## src/rtl/dqn_pkg.sv

```systemverilog
// Shared types and constants for the DQN TD-error batch scheduler.
// Optional build macro TD_CLIP_EN adds the [-1,+1] TD clamp helper.
package dqn_pkg;

    localparam int BATCH_MAX = 32;
    localparam int IDX_W     = $clog2(BATCH_MAX);
    localparam int LOSS_LAT  = 22;
    localparam int ISSUE_GAP = 15;
    localparam int RES_DEPTH = 4;
    localparam int CNT_W     = $clog2(RES_DEPTH) + 1;

    localparam logic [31:0] FP_ONE      = 32'h3F800000;
    localparam logic [7:0]  FP_EXP_BIAS = 8'd127;

    typedef struct packed {
        logic [31:0] qmax;
        logic [31:0] reward;
        logic [31:0] q;
    } replay_sample_t;

    typedef enum logic [2:0] {
        IDLE  = 3'd0,
        FETCH = 3'd1,
        ISSUE = 3'd2,
        WAIT  = 3'd3,
        DRAIN = 3'd4,
        DONE  = 3'd5
    } td_sched_state_e;

`ifdef TD_CLIP_EN
    // Any magnitude >= 1.0 (including infinity) saturates to +/-1.0; NaN passes through.
    function automatic logic [31:0] fp_clip_unit(input logic [31:0] x);
        logic [31:0] y;
        if ((x[30:23] == 8'hFF) && (x[22:0] != 23'd0)) begin
            y = x;
        end else if (x[30:23] >= FP_EXP_BIAS) begin
            y = {x[31], FP_ONE[30:0]};
        end else begin
            y = x;
        end
        return y;
    endfunction
`endif

endpackage

```

## src/rtl/td_result_fifo.sv

```systemverilog
// Synchronous result FIFO with occupancy count; no bypass, so first-word latency is one cycle.
// Overflow is flagged by a companion checker module.
module td_result_fifo_chk (
    input logic clk,
    input logic rst,
    input logic push_i,
    input logic full_i,
    input logic pop_i
);
    a_no_overflow: assert property (@(posedge clk) disable iff (rst) !(push_i && full_i && !pop_i));
endmodule

module td_result_fifo #(
    parameter int WIDTH = 37,
    parameter int DEPTH = 4,
    parameter int CNT_W = 3
) (
    input  logic             clk,
    input  logic             rst,
    input  logic             push_i,
    input  logic [WIDTH-1:0] push_data_i,
    input  logic             pop_i,
    output logic [WIDTH-1:0] pop_data_o,
    output logic             valid_o,
    output logic [CNT_W-1:0] count_o
);
    localparam int AW = $clog2(DEPTH);

    logic [WIDTH-1:0] mem_q [DEPTH];
    logic [AW-1:0]    wr_q, wr_d, rd_q, rd_d;
    logic [CNT_W-1:0] cnt_q, cnt_d;
    logic             full_s, empty_s, do_push_s, do_pop_s;

    assign full_s    = (cnt_q == CNT_W'(DEPTH));
    assign empty_s   = (cnt_q == '0);
    assign do_pop_s  = pop_i && !empty_s;
    assign do_push_s = push_i && (!full_s || do_pop_s);

    // Pointer and occupancy next-state.
    always_comb begin
        wr_d  = wr_q;
        rd_d  = rd_q;
        cnt_d = cnt_q;
        if (do_push_s) begin
            wr_d = wr_q + AW'(1);
        end else begin
            wr_d = wr_q;
        end
        if (do_pop_s) begin
            rd_d = rd_q + AW'(1);
        end else begin
            rd_d = rd_q;
        end
        case ({do_push_s, do_pop_s})
            2'b10:   cnt_d = cnt_q + CNT_W'(1);
            2'b01:   cnt_d = cnt_q - CNT_W'(1);
            default: cnt_d = cnt_q;
        endcase
    end

    // Storage and pointer registers.
    always_ff @(posedge clk) begin
        if (rst) begin
            wr_q  <= '0;
            rd_q  <= '0;
            cnt_q <= '0;
            for (int i = 0; i < DEPTH; i++) mem_q[i] <= '0;
        end else begin
            wr_q  <= wr_d;
            rd_q  <= rd_d;
            cnt_q <= cnt_d;
            if (do_push_s) mem_q[wr_q] <= push_data_i;
        end
    end

    assign pop_data_o = mem_q[rd_q];
    assign valid_o    = !empty_s;
    assign count_o    = cnt_q;

    td_result_fifo_chk u_chk (
        .clk    (clk),
        .rst    (rst),
        .push_i (push_i),
        .full_i (full_s),
        .pop_i  (do_pop_s)
    );
endmodule

```

## src/rtl/td_batch_scheduler.sv

```systemverilog
// Sequences one replay mini-batch through the TD-error unit and returns tagged results in order.
// Build macro TD_CLIP_EN clamps TD values to [-1,+1] before they enter the result FIFO.
module td_batch_scheduler
    import dqn_pkg::*;
(
    input  logic             clk,
    input  logic             rst,
    input  logic             start,
    input  logic [IDX_W:0]   batch_len,
    input  logic [31:0]      gamma,
    output logic             smp_rd_en,
    output logic [IDX_W-1:0] smp_rd_addr,
    input  logic [95:0]      smp_rd_data,
    output logic             loss_valid_in,
    output logic [31:0]      loss_gamma,
    output logic [31:0]      loss_qmax,
    output logic [31:0]      loss_reward,
    output logic [31:0]      loss_q,
    input  logic             loss_valid_out,
    input  logic [31:0]      loss_td,
    output logic             td_valid,
    input  logic             td_ready,
    output logic [31:0]      td_data,
    output logic [IDX_W-1:0] td_index,
    output logic             td_last,
    output logic             busy,
    output logic             done
);
    localparam int FW    = 32 + IDX_W;
    localparam int GAP_W = $clog2(ISSUE_GAP);

    td_sched_state_e  state_q, state_d;
    logic [IDX_W:0]   len_q, len_d, issue_idx_q, issue_idx_d;
    logic [31:0]      gamma_q, gamma_d;
    logic [IDX_W-1:0] res_idx_q, res_idx_d, rd_addr_q, rd_addr_d;
    logic [GAP_W-1:0] gap_q, gap_d;
    logic [CNT_W-1:0] inflight_q, inflight_d;
    replay_sample_t   op_q, op_d, smp_s;
    logic             rd_en_q, rd_en_d, lvi_q, lvi_d, done_q, done_d, busy_q, busy_d;

    logic             issue_s, result_s, pop_s, credit_ok_s, fifo_valid_s;
    logic [31:0]      push_td_s;
    logic [FW-1:0]    fifo_out_s;
    logic [CNT_W-1:0] fifo_cnt_s;

    assign smp_s       = smp_rd_data;
    assign issue_s     = (state_q == ISSUE);
    assign result_s    = loss_valid_out && (state_q != IDLE);
    assign pop_s       = fifo_valid_s && td_ready;
    assign credit_ok_s = ({1'b0, inflight_q} + {1'b0, fifo_cnt_s}) < (CNT_W + 1)'(RES_DEPTH);

`ifdef TD_CLIP_EN
    assign push_td_s = fp_clip_unit(loss_td);
`else
    assign push_td_s = loss_td;
`endif

    // Next-state, counters, credits and registered-output next values.
    always_comb begin
        state_d     = state_q;
        len_d       = len_q;
        gamma_d     = gamma_q;
        issue_idx_d = issue_idx_q;
        gap_d       = gap_q;
        op_d        = op_q;
        inflight_d  = inflight_q;
        res_idx_d   = res_idx_q;

        case ({issue_s, result_s})
            2'b10:   inflight_d = inflight_q + CNT_W'(1);
            2'b01:   inflight_d = inflight_q - CNT_W'(1);
            default: inflight_d = inflight_q;
        endcase

        if (result_s) begin
            res_idx_d = res_idx_q + IDX_W'(1);
        end else begin
            res_idx_d = res_idx_q;
        end

        case (state_q)
            IDLE: begin
                if (start) begin
                    len_d       = batch_len;
                    gamma_d     = gamma;
                    issue_idx_d = '0;
                    res_idx_d   = '0;
                    inflight_d  = '0;
                    state_d     = (batch_len == '0) ? DONE : FETCH;
                end else begin
                    state_d = IDLE;
                end
            end
            FETCH: state_d = ISSUE;
            ISSUE: begin
                op_d        = smp_s;
                issue_idx_d = issue_idx_q + (IDX_W + 1)'(1);
                gap_d       = GAP_W'(ISSUE_GAP - 1);
                state_d     = WAIT;
            end
            WAIT: begin
                if (gap_q != '0) begin
                    gap_d = gap_q - GAP_W'(1);
                end else begin
                    gap_d = gap_q;
                end
                if (issue_idx_q == len_q) begin
                    state_d = DRAIN;
                end else if ((gap_q == '0) && credit_ok_s) begin
                    state_d = FETCH;
                end else begin
                    state_d = WAIT;
                end
            end
            DRAIN: begin
                if ((inflight_q == '0) && (fifo_cnt_s == '0)) begin
                    state_d = DONE;
                end else begin
                    state_d = DRAIN;
                end
            end
            DONE:    state_d = IDLE;
            default: state_d = IDLE;
        endcase

        rd_en_d = (state_d == FETCH);
        lvi_d   = (state_d == ISSUE);
        done_d  = (state_d == DONE);
        busy_d  = (state_d != IDLE);
        if (state_d == FETCH) begin
            rd_addr_d = issue_idx_d[IDX_W-1:0];
        end else begin
            rd_addr_d = rd_addr_q;
        end
    end

    // State, counters and output registers.
    always_ff @(posedge clk) begin
        if (rst) begin
            state_q     <= IDLE;
            len_q       <= '0;
            gamma_q     <= '0;
            issue_idx_q <= '0;
            gap_q       <= '0;
            op_q        <= '0;
            inflight_q  <= '0;
            res_idx_q   <= '0;
            rd_en_q     <= 1'b0;
            rd_addr_q   <= '0;
            lvi_q       <= 1'b0;
            done_q      <= 1'b0;
            busy_q      <= 1'b0;
        end else begin
            state_q     <= state_d;
            len_q       <= len_d;
            gamma_q     <= gamma_d;
            issue_idx_q <= issue_idx_d;
            gap_q       <= gap_d;
            op_q        <= op_d;
            inflight_q  <= inflight_d;
            res_idx_q   <= res_idx_d;
            rd_en_q     <= rd_en_d;
            rd_addr_q   <= rd_addr_d;
            lvi_q       <= lvi_d;
            done_q      <= done_d;
            busy_q      <= busy_d;
        end
    end

    td_result_fifo #(
        .WIDTH (FW),
        .DEPTH (RES_DEPTH),
        .CNT_W (CNT_W)
    ) u_fifo (
        .clk         (clk),
        .rst         (rst),
        .push_i      (result_s),
        .push_data_i ({res_idx_q, push_td_s}),
        .pop_i       (pop_s),
        .pop_data_o  (fifo_out_s),
        .valid_o     (fifo_valid_s),
        .count_o     (fifo_cnt_s)
    );

    // RAM data lands in the ISSUE cycle, so operands bypass the hold register while issuing.
    assign loss_qmax     = issue_s ? smp_s.qmax   : op_q.qmax;
    assign loss_reward   = issue_s ? smp_s.reward : op_q.reward;
    assign loss_q        = issue_s ? smp_s.q      : op_q.q;
    assign loss_gamma    = gamma_q;
    assign loss_valid_in = lvi_q;
    assign smp_rd_en     = rd_en_q;
    assign smp_rd_addr   = rd_addr_q;
    assign busy          = busy_q;
    assign done          = done_q;
    assign td_valid      = fifo_valid_s;
    assign td_data       = fifo_out_s[31:0];
    assign td_index      = fifo_out_s[FW-1:32];
    assign td_last       = fifo_valid_s && ({1'b0, td_index} == (len_q - {{IDX_W{1'b0}}, 1'b1}));
endmodule

```

## config.mk

```make
export PLATFORM = sky130hd
export DESIGN_NAME = td_batch_scheduler
export DESIGN_NICKNAME = d
export VERILOG_FILES = /design/src/rtl/dqn_pkg.sv /design/src/rtl/td_result_fifo.sv /design/src/rtl/td_batch_scheduler.sv
export SDC_FILE = /design/constraint.sdc
export NUM_CORES = 1
export LEC_CHECK = 0
export BUFFER_PORTS_ARGS = -buffer_cell sky130_fd_sc_hd__buf_2
export CAP_MARGIN = 20
export CORE_UTILIZATION = 57
export CTS_CLUSTER_SIZE = 28
export DETAILED_ROUTE_END_ITERATION = 8
export GPL_ROUTABILITY_DRIVEN = 0
export MAX_ROUTING_LAYER = met4
export PLACE_DENSITY = 0.84
export RECOVER_POWER = 50
export SLEW_MARGIN = 15
export SYNTH_ARGS = -nofsm -noshare
export SYNTH_HDL_FRONTEND = slang
export SYNTH_SLANG_ARGS = --single-unit
```

## constraint.sdc

```tcl
create_clock -name clk -period 8.5 [get_ports clk]
set_input_delay 0.85 -clock clk [delete_from_list [all_inputs] [get_ports clk]]
set_output_delay 0.85 -clock clk [all_outputs]
set_load 0.02 [all_outputs]
```

## After elaboration in Yosys (flattened, before gate mapping)

Memory sizes are Yosys's and may differ from the RTL's. A register that Yosys moved wholly into a read port is not among the register bits.
Cells that the tools add are included.

| cells by class | value |
|---|---|
| $add $sub $neg | 11 |
| magnitude comparators | 1 |
| equal/unequal tests | 16 |
| muxes and demuxes | 30 |
| reduce and logical (&&, ||, !) cells | 25 |

Operators by type and width:

| cell | count |
|---|---|
| 2-to-1 mux 32 bit | 3 |
| 2-to-1 mux 37 bit | 1 |
| OR reduction 37 bit | 1 |
| 2-to-1 mux 3 bit | 5 |
| 2-to-1 mux 5 bit | 3 |
| case mux 3 bit (5 select lines) | 1 |
| case mux 3 bit (2 select lines) | 2 |
| case mux 6 bit (2 select lines) | 1 |
| equality test 3 x 2 -> 1 bit, second input constant | 3 |
| equality test 3 bit, second input constant | 3 |
| logical NOT 3 bit | 3 |
| 2-to-1 mux 2 bit | 4 |
| case mux 4 bit (2 select lines) | 1 |
| logical AND 1 bit | 7 |
| 2-to-1 mux 1 bit | 7 |
| adder 3 x 1 -> 3 bit, second input constant | 2 |
| adder 6 x 1 -> 6 bit, second input constant | 1 |
| equality test 3 x 1 -> 1 bit, second input constant | 2 |
| equality test 5 x 6 -> 1 bit | 1 |
| equality test 6 bit | 1 |
| logical NOT 6 bit | 1 |
| 2-to-1 mux 6 bit | 1 |
| AND reduction 2 bit | 3 |
| nonzero test 2 bit | 3 |
| other kinds (16) | 23 |

| word-level totals | value |
|---|---|
| register bits | 171 |
| bits in writable memories | 148 |
| input bits | 171 |
| memories | 1 |

Memories:

| name | words | bits a word | read ports | clocked after Yosys merged registers in | write ports | RTL line | text |
|---|---|---|---|---|---|---|---|
| u_fifo.mem_q | 4 | 37 | 1 | 1 | 4 | td_result_fifo.sv:29 | `logic [WIDTH-1:0] mem_q [DEPTH];` |

## Depth between registers and ports, before layout

| depth | value |
|---|---|
| depth in word-level cells | 11 |
| mapped depth | 11 |
| depth with buffers taken out | 9 |

## Modules after synthesis

Synthesis repeated with hierarchy kept, for this count alone.

| second synthesis, totals | value |
|---|---|
| cells, all modules | 1278 |
| area, all modules | 13571.8 µm² |

By module, submodules not included:

| module | times used | cells an instance | area each (µm²) | sequential area each (µm²) |
|---|---|---|---|---|
| td_result_fifo | 1 | 407 | 6822.8 | 4624.4 |
| td_batch_scheduler | 1 | 871 | 6749.0 | 3283.1 |

## Worst setup path after synthesis

Ideal clock, no wire load.

| timing | value |
|---|---|
| path kind | input -> register |
| start point | input port loss_valid_out |
| end point | memory u_fifo.mem_q[1][0], enable pin |
| arrival | 3.088 ns |
| required time | 8.061 ns |
| slack | 4.973 ns |
| stages | 5 |
| buffers on the path | 1 |
| cells stage by stage | o31a_1 -> buf_4 -> o41a_4 -> inv_2 -> o21bai_1 |

RTL lines:

| what | RTL line | text |
|---|---|---|
| from (decl) | td_batch_scheduler.sv:19 | `input logic loss_valid_out,` |
| to (decl) | td_result_fifo.sv:29 |  |

## Worst setup path after layout

| timing | value |
|---|---|
| start point | input port rst |
| end point | register op_q[28] (netlist bit) |

RTL lines:

| what | RTL line | text |
|---|---|---|
| from (decl) | td_batch_scheduler.sv:7 | `input logic rst,` |
| to (signal assigned) | td_batch_scheduler.sv:159 | `op_q <= op_d;` |
| to (decl) | td_batch_scheduler.sv:38 | `replay_sample_t op_q, op_d, smp_s;` |

No word-level cell between the ends.

==> impl_metrics.yaml <==
logic_synthesis:
  synthArstFlopShare: 0
  synth_cell_type_count: 53
  synth_edf_count: 148
  syn-cell-area_mm2: 0.0134
  ys.flop_type: "dfxtp_1"
  ys_seq_elements: 321
  yosysWarnings: 0
  seq_area_frac_synth: 0.589
  syn_nets: 1498
  avgSynthCellArea_um2: 10.2
  synth_cells: 1317
global_route:
  grt_pass1_vias: 10126
  grt_max_degree: 109
  track_usage: 0.275
  antenna_found_initial: 4
  grt_overflow: 0
  grt_pass1_wl_um: 50300
routing:
  drtIter0Drc: 883
  wirelength_um: 33500
  drc_errors: 0
  vias: 10338
  postRouteAntennaNets: 0
  vias_per_cell: 5.26
  dr.pass1.iters: 5
  wire_per_inst_um: 17.0
power_and_ir_drop:
  p_per_area_mw_per_mm2: 267
  p_leak_nw: 7.26
  peakVddDrop_uv: 154
clock_network:
  root_buffer: "clkbuf_16"
  cts_hold_buf: 0
  cts.clk_slew.worst_paths_ns: 0.06
  ctsResizeCount: 0
  tritoncts: "built"
  cts-htree-levels: 2
  insertion_delay_ns: 0.51
  numClockSinks: 321
  cts_setup_buffers: 0
  clk_path_buf_depth: 3
  cts_buffers: 34
worst_hold_path:
  hold_class: "reg -> reg"
timing:
  drv_slew: 230
  period_needed_ns: 4.62
  hold_viol: 0
  finalSetupViolCount: 0
  max_slew_margin: -0.982
  whs_ns: 0.455
  setup_ws_ns: 3.88
  setup_tns_ns: 0
  worst_slew_pin_slew_ns: 2.97
  fmaxAchievable_mhz: 216
  fin_worst_skew_ns: 0.0202
  min_period_over_period: 0.543
  rsz0062_at_grt: "no"
worst_setup_path:
  cp.required_ns: 8.87
  cp_top_family: "buffers and inverters"
  end_kind: "flip-flop"
  arrival_ns: 4.99
  cpPeakStageDelay_ns: 2.02
  r2r_slack_ns: 4.01
  crit_top_cell: "clkbuf_1"
  critPathBufInv: 4
  start_kind: "input port"
  path_cells: "clkbuf_1 -> clkbuf_1 -> clkbuf_1 -> buf_16 -> nor2b_1"
  slowest_stage: "clkbuf_1"
  critical_path_class: "in -> reg"
  path_max_fanout: 79
die:
  ios: 347
  die_x_um: 155
  die_area_mm2: 0.0242
  fp.dieH_um: 155
  coreArea_mm2: 0.0228
  start_util: 0.588
  rows: 55
final_layout:
  final_core_util: 0.710
  final_common_cell: "nand2_1"
  final_cell_mix: "nand2_1 (415), buf_2 (303), dfxtp_1 (171), edfxtp_1 (148), nor2_1 (105)"
  drive_gt1_frac: 0.250
  fillers: 1687
  final_nets: 1811
  area.growth.synth_to_final_pct: 20.9
run_status:
  outcome: "finished, violations left"
  violations: "capacitance limit, slew limit"
place:
  dp_hpwl_um: 21100
  dp_slack_ns: 4.94
  portBuffers: 346
run:
  maxCapViolCount: 6
[cell usage after synthesis, types with 3 or more instances]
library cell / n / area share
nand2_1: 415 / 0.12
dfxtp_1: 173 / 0.26
edfxtp_1: 148 / 0.33
nor2_1: 105 / 0.029
nor2b_1: 103 / 0.048
a21oi_1: 52 / 0.019
inv_1: 49 / 0.014
and2_1: 38 / 0.018
mux4_2: 36 / 0.060
clkbuf_1: 34 / 0.0095
buf_2: 30 / 0.011
xor2_1: 18 / 0.012
nor3_1: 10 / 0.0037
ha_1: 8 / 0.0075
nand2b_1: 7 / 0.0033
nand3_1: 7 / 0.0026
buf_1: 6 / 0.0017
buf_4: 5 / 0.0028
buf_6: 5 / 0.0042
mux2_4: 5 / 0.0056
xnor2_1: 5 / 0.0033
a211oi_1: 4 / 0.0022
mux2i_1: 4 / 0.0030
nand4_1: 4 / 0.0019
a31o_2: 3 / 0.0020
or2_2: 3 / 0.0014
[metal layers]
metal | global-route usage | vias up | wire length, um
met5 | - | - | 0
met4 | 0.117 | 0 | 1090
met1 | 0.313 | 4878 | 13000
met2 | 0.473 | 432 | 17000
li1 | - | 4944 | -
met3 | 0.0538 | 84 | 2290
[cells by family after synthesis]
| kind of cell | share of synthesized area |
|---|---|
| muxes | 0.0706 |
| buffers and inverters | 0.0440 |
| xor gates and xnor gates | 0.0162 |
| and+or+nand+nor | 0.235 |
| adders and majority gates | 0.0104 |
| AOI/OAI and AO/OA | 0.0346 |
| DFF | 0.589 |
[worst paths after layout]
kind | start | endpoint | depth (start not counted)
setup / recovery | rst | op_q[28] | 5
hold / removal | loss_gamma[8] | loss_gamma[8] | 2
setup reg to reg | state_q[2] | u_fifo.mem_q[1][3] | 5
hold reg to reg | loss_gamma[8] | loss_gamma[8] | 2
[through the flow]
| step | cell area, um^2 | cells | power (mW) |
|---|---|---|---|
| 5_1_grt | 16200 | 1966 | 4.51 |
| 2_1_floorplan | 13400 | 1317 | 2.65 |
| 3_3_place_gp | 15300 | 1905 | 2.96 |
| 3_5_place_dp | 15300 | 1905 | 2.99 |
| 4_1_cts | 16300 | 1960 | 4.36 |
| 6_report | 16200 | 1967 | 4.33 |
[area by class of cell]
type / count / area, um^2 / share of cell area
diodes: 5 / 12.5 / 0.000771
multi-input cells: 864 / 4940 / 0.305
repair buffers: 358 / 1770 / 0.109
well taps: 313 / 392 / 0.0241
clock inverters: 6 / 57.6 / 0.00355
clock buffers: 49 / 958 / 0.0591
flip-flops and latches: 321 / 7910 / 0.487
inverters: 51 / 191 / 0.0118
[report_power, final]
group	switching, mW	internal [mW]	leakage [nW]
clock	0.568	0.810	0.498
combinational	0.710	0.404	3.82
sequential	0.0743	1.76	2.94
total	1.35	2.98	7.26
[flip-flops by register name, summed over array words and instances, names as in the netlist, 4 cells and up, named ones only]
register / flops
gap_q: 4
loss_gamma: 32
res_idx_q: 5
len_q: 6
issue_idx_q: 6
u_fifo.mem_q: 148
smp_rd_addr: 5
op_q: 96
[worst register-to-register path: cells and delay by family (launching register included)]
family	cells	cell delay [ns]
flops	1	0.64
simple gates	3	2.93
compound gates	2	0.75
Power figures use the tool's default switching activity.
